==> config.mk <==
export PLATFORM = sky130hd
export DESIGN_NAME = fp_div_round_pack_flat
export DESIGN_NICKNAME = d
export VERILOG_FILES = /design/src/rtl/fp_div_round_pack_if.sv /design/src/rtl/fp_div_round_pack.sv /design/src/flat_wrapper.sv
export SDC_FILE = /design/constraint.sdc
export NUM_CORES = 1
export LEC_CHECK = 0
export CORE_UTILIZATION = 55
export DETAILED_ROUTE_END_ITERATION = 8
export PLACE_DENSITY_LB_ADDON = 0.1
export SETUP_SLACK_MARGIN = 0.4
export SLEW_MARGIN = 25
export SYNTH_ARGS = -nofsm -noshare
export SYNTH_HDL_FRONTEND = slang
export SYNTH_SLANG_ARGS = --single-unit
==> constraint.sdc <==
create_clock -name clk -period 9.8 [get_ports clk]
set_input_delay 1.96 -clock clk [delete_from_list [all_inputs] [get_ports clk]]
set_output_delay 1.96 -clock clk [all_outputs]
set_load 0.02 [all_outputs]
==> src/rtl/fp_div_round_pack_if.sv <==
// Handshake bundle between the mantissa divider and the FP32 round/pack stage.
// master drives the beats and out_ready; slave is the round/pack pipeline.
interface fp_div_round_pack_if #(parameter int FLAG_W = 5);
  logic              in_valid;
  logic              in_ready;
  logic              in_sign;
  logic [9:0]        in_exp;
  logic [25:0]       in_quot;
  logic              in_rem_nz;
  logic [2:0]        in_special;
  logic              out_valid;
  logic              out_ready;
  logic [31:0]       out_result;
  logic [FLAG_W-1:0] out_flags;

  modport master (
    output in_valid, in_sign, in_exp, in_quot, in_rem_nz, in_special, out_ready,
    input  in_ready, out_valid, out_result, out_flags
  );
  modport slave (
    input  in_valid, in_sign, in_exp, in_quot, in_rem_nz, in_special, out_ready,
    output in_ready, out_valid, out_result, out_flags
  );
endinterface

==> src/rtl/fp_div_round_pack.sv <==
// FP32 divide post-processing: normalise, round-to-nearest-even, pack, flag.
// Default build flushes tiny results to zero; FP_DIV_DENORM_EN enables gradual underflow.
module fp_div_round_pack #(parameter int FLAG_W = 5) (
  input logic            clk,
  input logic            rst,
  fp_div_round_pack_if.slave io
);
  localparam int NV = 4, DZ = 3, OF = 2, UF = 1, NX = 0;

  logic adv1, adv2, s1_valid, s2_valid;
  assign adv2        = !s2_valid || io.out_ready;
  assign adv1        = !s1_valid || adv2;
  assign io.in_ready = adv1;
  assign io.out_valid = s2_valid;

  // stage 1: normalise the 1.25 quotient into 1.23 + guard + sticky
  logic signed [10:0] e_in, e0, n_e;
  logic [22:0]        m0, n_mant;
  logic               g0, s0, n_g, n_s;
  assign e_in = {io.in_exp[9], io.in_exp};

  always_comb begin
    if (io.in_quot[25]) begin
      m0 = io.in_quot[24:2]; g0 = io.in_quot[1]; s0 = io.in_quot[0] | io.in_rem_nz; e0 = e_in;
    end else begin
      m0 = io.in_quot[23:1]; g0 = io.in_quot[0]; s0 = io.in_rem_nz;               e0 = e_in - 11'sd1;
    end
  end

`ifdef FP_DIV_DENORM_EN
  logic [10:0] sh_raw;
  logic [4:0]  shm1;
  logic [48:0] wide;
  logic        n_tiny, s1_tiny;
  // {1,m,g} is pre-shifted by one so a shift of (1-e) becomes (shm1 = shift-1), clamped at 25
  always_comb begin
    sh_raw = 11'd1 - $unsigned(e0);
    shm1   = (sh_raw > 11'd25) ? 5'd24 : sh_raw[4:0] - 5'd1;
    wide   = {1'b1, m0, g0, 24'b0} >> shm1;
    if (e0 <= 11'sd0) begin
      n_mant = wide[48:26]; n_g = wide[25]; n_s = s0 | (|wide[24:0]); n_e = '0; n_tiny = 1'b1;
    end else begin
      n_mant = m0; n_g = g0; n_s = s0; n_e = e0; n_tiny = 1'b0;
    end
  end
  always_ff @(posedge clk) if (adv1 && io.in_valid) s1_tiny <= n_tiny;
`else
  assign n_mant = m0;
  assign n_g    = g0;
  assign n_s    = s0;
  assign n_e    = e0;
`endif

  logic               s1_sign, s1_g, s1_s;
  logic [2:0]         s1_special;
  logic signed [10:0] s1_e;
  logic [22:0]        s1_mant;

  always_ff @(posedge clk) begin
    if (adv1 && io.in_valid) begin
      s1_sign    <= io.in_sign;
      s1_special <= io.in_special;
      s1_mant    <= n_mant;
      s1_g       <= n_g;
      s1_s       <= n_s;
      s1_e       <= n_e;
    end
  end

  // stage 2: RNE, carry-out bumps the exponent (mantissa field wraps to zero)
  logic               inc, nx;
  logic [23:0]        sum;
  logic signed [10:0] e_r, carry_e;
  logic [22:0]        mant_r;
  logic [31:0]        res_n, res_q;
  logic [FLAG_W-1:0]  flg_n, flg_q;

  assign inc     = s1_g & (s1_s | s1_mant[0]);
  assign sum     = {1'b0, s1_mant} + {23'b0, inc};
  assign carry_e = {10'b0, sum[23]};
  assign e_r     = s1_e + carry_e;
  assign mant_r  = sum[22:0];
  assign nx      = s1_g | s1_s;

  always_comb begin
    res_n = '0;
    flg_n = '0;
    case (s1_special)
      3'd0: begin
        if (e_r >= 11'sd255) begin
          res_n = {s1_sign, 8'hFF, 23'b0};
          flg_n[OF] = 1'b1;
          flg_n[NX] = 1'b1;
`ifdef FP_DIV_DENORM_EN
        end else if (s1_tiny) begin
          res_n = {s1_sign, e_r[7:0], mant_r};
          flg_n[UF] = nx;
          flg_n[NX] = nx;
`else
        end else if (e_r <= 11'sd0) begin
          res_n = {s1_sign, 31'b0};
          flg_n[UF] = 1'b1;
          flg_n[NX] = 1'b1;
`endif
        end else begin
          res_n = {s1_sign, e_r[7:0], mant_r};
          flg_n[NX] = nx;
        end
      end
      3'd2: res_n = {s1_sign, 8'hFF, 23'b0};
      3'd3: res_n = {s1_sign, 31'b0};
      3'd4: begin
        res_n = {s1_sign, 8'hFF, 23'b0};
        flg_n[DZ] = 1'b1;
      end
      default: begin
        res_n = 32'h7FC0_0000;
        flg_n[NV] = 1'b1;
      end
    endcase
  end

  always_ff @(posedge clk) begin
    if (rst) begin
      s1_valid <= 1'b0;
      s2_valid <= 1'b0;
      res_q    <= '0;
      flg_q    <= '0;
    end else begin
      if (adv1) s1_valid <= io.in_valid;
      if (adv2) begin
        s2_valid <= s1_valid;
        if (s1_valid) begin
          res_q <= res_n;
          flg_q <= flg_n;
        end
      end
    end
  end

  assign io.out_result = res_q;
  assign io.out_flags  = flg_q;
endmodule

==> src/flat_wrapper.sv <==
// flat-port wrapper written by rule: the top's interface ports become plain ports
module fp_div_round_pack_flat 
#(parameter int FLAG_W = 5)
  (clk, rst, io_in_valid, io_in_sign, io_in_exp, io_in_quot, io_in_rem_nz, io_in_special, io_out_ready, io_in_ready, io_out_valid, io_out_result, io_out_flags);
  fp_div_round_pack_if #(.FLAG_W(FLAG_W)) io_i ();
  input logic clk;
  input logic rst;
  input wire logic [$bits(io_i.in_valid)-1:0] io_in_valid;
  input wire logic [$bits(io_i.in_sign)-1:0] io_in_sign;
  input wire logic [$bits(io_i.in_exp)-1:0] io_in_exp;
  input wire logic [$bits(io_i.in_quot)-1:0] io_in_quot;
  input wire logic [$bits(io_i.in_rem_nz)-1:0] io_in_rem_nz;
  input wire logic [$bits(io_i.in_special)-1:0] io_in_special;
  input wire logic [$bits(io_i.out_ready)-1:0] io_out_ready;
  output wire logic [$bits(io_i.in_ready)-1:0] io_in_ready;
  output wire logic [$bits(io_i.out_valid)-1:0] io_out_valid;
  output wire logic [$bits(io_i.out_result)-1:0] io_out_result;
  output wire logic [$bits(io_i.out_flags)-1:0] io_out_flags;
  assign io_i.in_valid = io_in_valid;
  assign io_i.in_sign = io_in_sign;
  assign io_i.in_exp = io_in_exp;
  assign io_i.in_quot = io_in_quot;
  assign io_i.in_rem_nz = io_in_rem_nz;
  assign io_i.in_special = io_in_special;
  assign io_i.out_ready = io_out_ready;
  assign io_in_ready = io_i.in_ready;
  assign io_out_valid = io_i.out_valid;
  assign io_out_result = io_i.out_result;
  assign io_out_flags = io_i.out_flags;
  fp_div_round_pack #(.FLAG_W(FLAG_W)) u_core (.clk(clk), .rst(rst), .io(io_i));
endmodule
==> flow_metrics.py <==
metrics = {
    "yosys": {
        "ys_types": 53,
        "synth_top_family_by_area": "simple AND/OR/NAND/NOR gates",
        "synth_edf_count": 40,
        "avgSynthCellArea_sq_um": 10.7,
        "synth_top_area_share_pct": 29.8,
        "synthSimpleGateAreaFrac_pct": 17.5,
        "async_reset_ff_share_pct": 0,
        "yosys.area.top_type": "edfxtp_1",
        "ys.flop_type": "edfxtp_1",
        "netlist_area_sq_mm": 0.00403,
        "syn-num-nets": 428,
        "synth_area_leaders": "edfxtp_1, dfxtp_1, mux2_2",
        "synth_most_common_cell": "nand2_1",
        "syn-instance-count": 378,
        "synth-adder-area-share_pct": 1.55,
        "synth-xor-area-share_pct": 7.60,
        "synth-seq-cells": 79,
        "synth.yosys.seq_area_share_pct": 49.1,
        "synth_compound_area_share_pct": 14.2,
        "ys_warn_count": 0,
        "muxShareOfSynthArea_pct": 7.20,
        "synth_common_cells": "nand2_1, edfxtp_1, dfxtp_1",
    },
    "timing": {
        "slew_violations": 0,
        "rsz0062_at_grt": "no",
        "setup_ws_ps": 4620,
        "fin_crit_ps": 5180,
        "slew_headroom_pct": 40.1,
        "fin_setup_tns_ps": 0,
        "final.period_utilization_pct": 52.8,
        "clock.fmax_ghz": 0.193,
        "tightestPinTransition_ps": 899,
        "fin_skew_ps": 11.5,
        "hold_viol_final": 0,
        "setup_viol": 0,
    },
    "route": {
        "routedWlPerCell_microns": 14.8,
        "drt_iter0_markers": 152,
        "dr.pass1.iters": 4,
        "antenna_left": 0,
        "drcViolationCount": 0,
        "totalWireLength_mm": 8.27,
        "vias_per_cell": 5.51,
        "vias": 3073,
    },
    "clock_tree": {
        "clock-root-buffer": "clkbuf_8",
        "cts_setup_buffers": 0,
        "cts.repair.resized": 0,
        "clk_latency_ps": 350,
        "h-tree-depth": 3,
        "clk_pin_slew_ps": 80,
        "cts_tree": "built",
        "cts_made_buffers": 9,
        "clk_path_buf_depth": 2,
        "ctsHoldBuffers": 0,
        "clock_sinks": 79,
    },
    "global_routing": {
        "antenna_found_initial": 0,
        "overflow": 0,
        "grt_pass1_vias": 2755,
        "grt_usage_pct": 22.3,
        "grt_pass1_wl_mm": 13.0,
        "grt_max_degree": 41,
    },
    "worst_setup_path": {
        "crit_buf_inv": 2,
        "cp_data_arrival_time_ps": 3220,
        "cp_slowest_cell": "clkdlybuf4s50_1",
        "crit_fanout": 3,
        "cp_cell_sequence": "clkdlybuf4s50_1 -> nor2b_1 -> nand2_1 -> clkdlybuf4s50_1",
        "cp_top_family": "buffers and inverters",
        "critical_path_class": "in -> out",
        "cpPeakStageDelay_ps": 540,
        "critPathLaunchType": "primary input",
        "path_common_cell": "clkdlybuf4s50_1",
        "cp-end-kind": "output pin",
        "crit_required_ps": 7840,
    },
    "power": {
        "p_leak_nw": 1.77,
        "p_per_area_mw_per_mm2": 149,
        "p_int_w": 0.000596,
        "power.share.sequential_pct": 49.3,
        "switching_share_pct": 22.9,
        "clockPowerShare_pct": 39.7,
        "power_frac_comb_pct": 11.0,
        "p_sw_w": 0.000177,
        "finalPower_w": 0.000773,
        "max-vdd-ir-drop_mv": 0.0995,
    },
    "floorplan": {
        "dieArea_sq_mm": 0.00768,
        "num_io_pins": 84,
        "die_w_microns": 87.6,
        "die_h_microns": 87.6,
        "fp.coreArea_sq_mm": 0.00694,
        "placementRows": 30,
        "initial_utilization_pct": 58.1,
    },
    "finish": {
        "final_util_pct": 74.8,
        "layout-drive-gt1-share_pct": 15.4,
        "syn2layout_area_growth_pct": 28.7,
        "diodes": 0,
        "fin_cells": 558,
        "nets": 507,
    },
    "placement": {
        "place_congestion": 0.866,
        "io_buffers": 83,
        "dp_slack_ps": 4620,
        "dp_hpwl_mm": 5.98,
        "dp_cells": 542,
    },
    "outcome": {
        "status": "finished, final reports clean",
    },
    "worst_hold_path": {
        "min_path_type": "reg -> reg",
    },
    "flow_run": {
        "drv_cap": 0,
    },
}
worst paths after layout:
path / startpoint / end / slack, ps / cells after the start
max reg2reg: u_core.s1_g / u_core.io.out_result[3] / 5630 / 12
min: u_core.io.out_flags[3] / u_core.io.out_flags[3] / 450 / 2
max: io_out_ready / io_in_ready / 4620 / 4
min reg2reg: u_core.io.out_flags[3] / u_core.io.out_flags[3] / 450 / 2
metal layers:
metal  vias to the layer above  track usage (%)  share of wire [%]
met1                      1396             30.6                 48
li1                       1562                -                  -
met3                        13             3.49                5.0
met4                         0             9.99                1.8
met2                       102             35.0                 45
met5                         -                0                  0
tightest hold or removal path: cells and delay by family (launching register included):
family / cells / cell delay (ps)
AND/OR/NAND/NOR: 1 / 50
flip-flops: 1 / 310
AO/OA/AOI/OAI: 1 / 50
sequential cells by signal (all words and copies together) (netlist names):
name and count:
u_core.io.out_result 32, u_core.s1_mant 23, u_core.s1_e 11, u_core.io.out_flags 5
u_core.s1_special 3, u_core.io.out_valid 1, u_core.s1_g 1, u_core.s1_s 1
u_core.s1_sign 1, u_core.s1_valid 1
final cells by class:
cell class              count  area, sq um
clock buffers              10          149
clock inverters             6          113
fillers                   505         1750
inverters                   5         18.8
multi-input cells         275         1950
flip-flops and latches     79         1980
well taps                  96          120
repair buffers             87          861
cell families (layout without fill, tap and decap cells):
kind of cell	count (synthesis)	in the layout
simple gates	138	138
flops	79	79
compound gates	71	71
xor+xnor	35	35
mux	26	26
buf+inv	24	108
fa+ha+maj	5	5
per-stage QoR:
| stage | area [sq um] | hold WS [ps] |
|---|---|---|
| floorplan | 4030 | 508 |
| global placement | 4920 | 437 |
| detailed placement | 4920 | 444 |
| CTS | 5180 | 454 |
| global route | 5190 | 476 |
| finish | 5190 | 451 |
placed cells by master, fill, tap and decap left out, drive strengths merged, types with 14 or more instances in the layout:
| master | instances |
|---|---|
| mux2 | 24 |
| dfxtp | 39 |
| nand2 | 46 |
| a21oi | 14 |
| nor2 | 21 |
| edfxtp | 40 |
| o31ai | 21 |
| nand3 | 14 |
| clkdlybuf4s50 | 83 |
| xor2 | 22 |
power by group through the flow:
stage,logic (W),clock network (W),registers [W]
2_1_floorplan,0.0000455,0,0.000388
3_3_place_gp,0.0000832,0,0.000387
3_5_place_dp,0.0000849,0,0.000388
4_1_cts,0.0000858,0.000310,0.000381
5_1_grt,0.0000929,0.000324,0.000384
6_report,0.0000854,0.000307,0.000381
No activity file was read; power rests on OpenSTA's default activity.
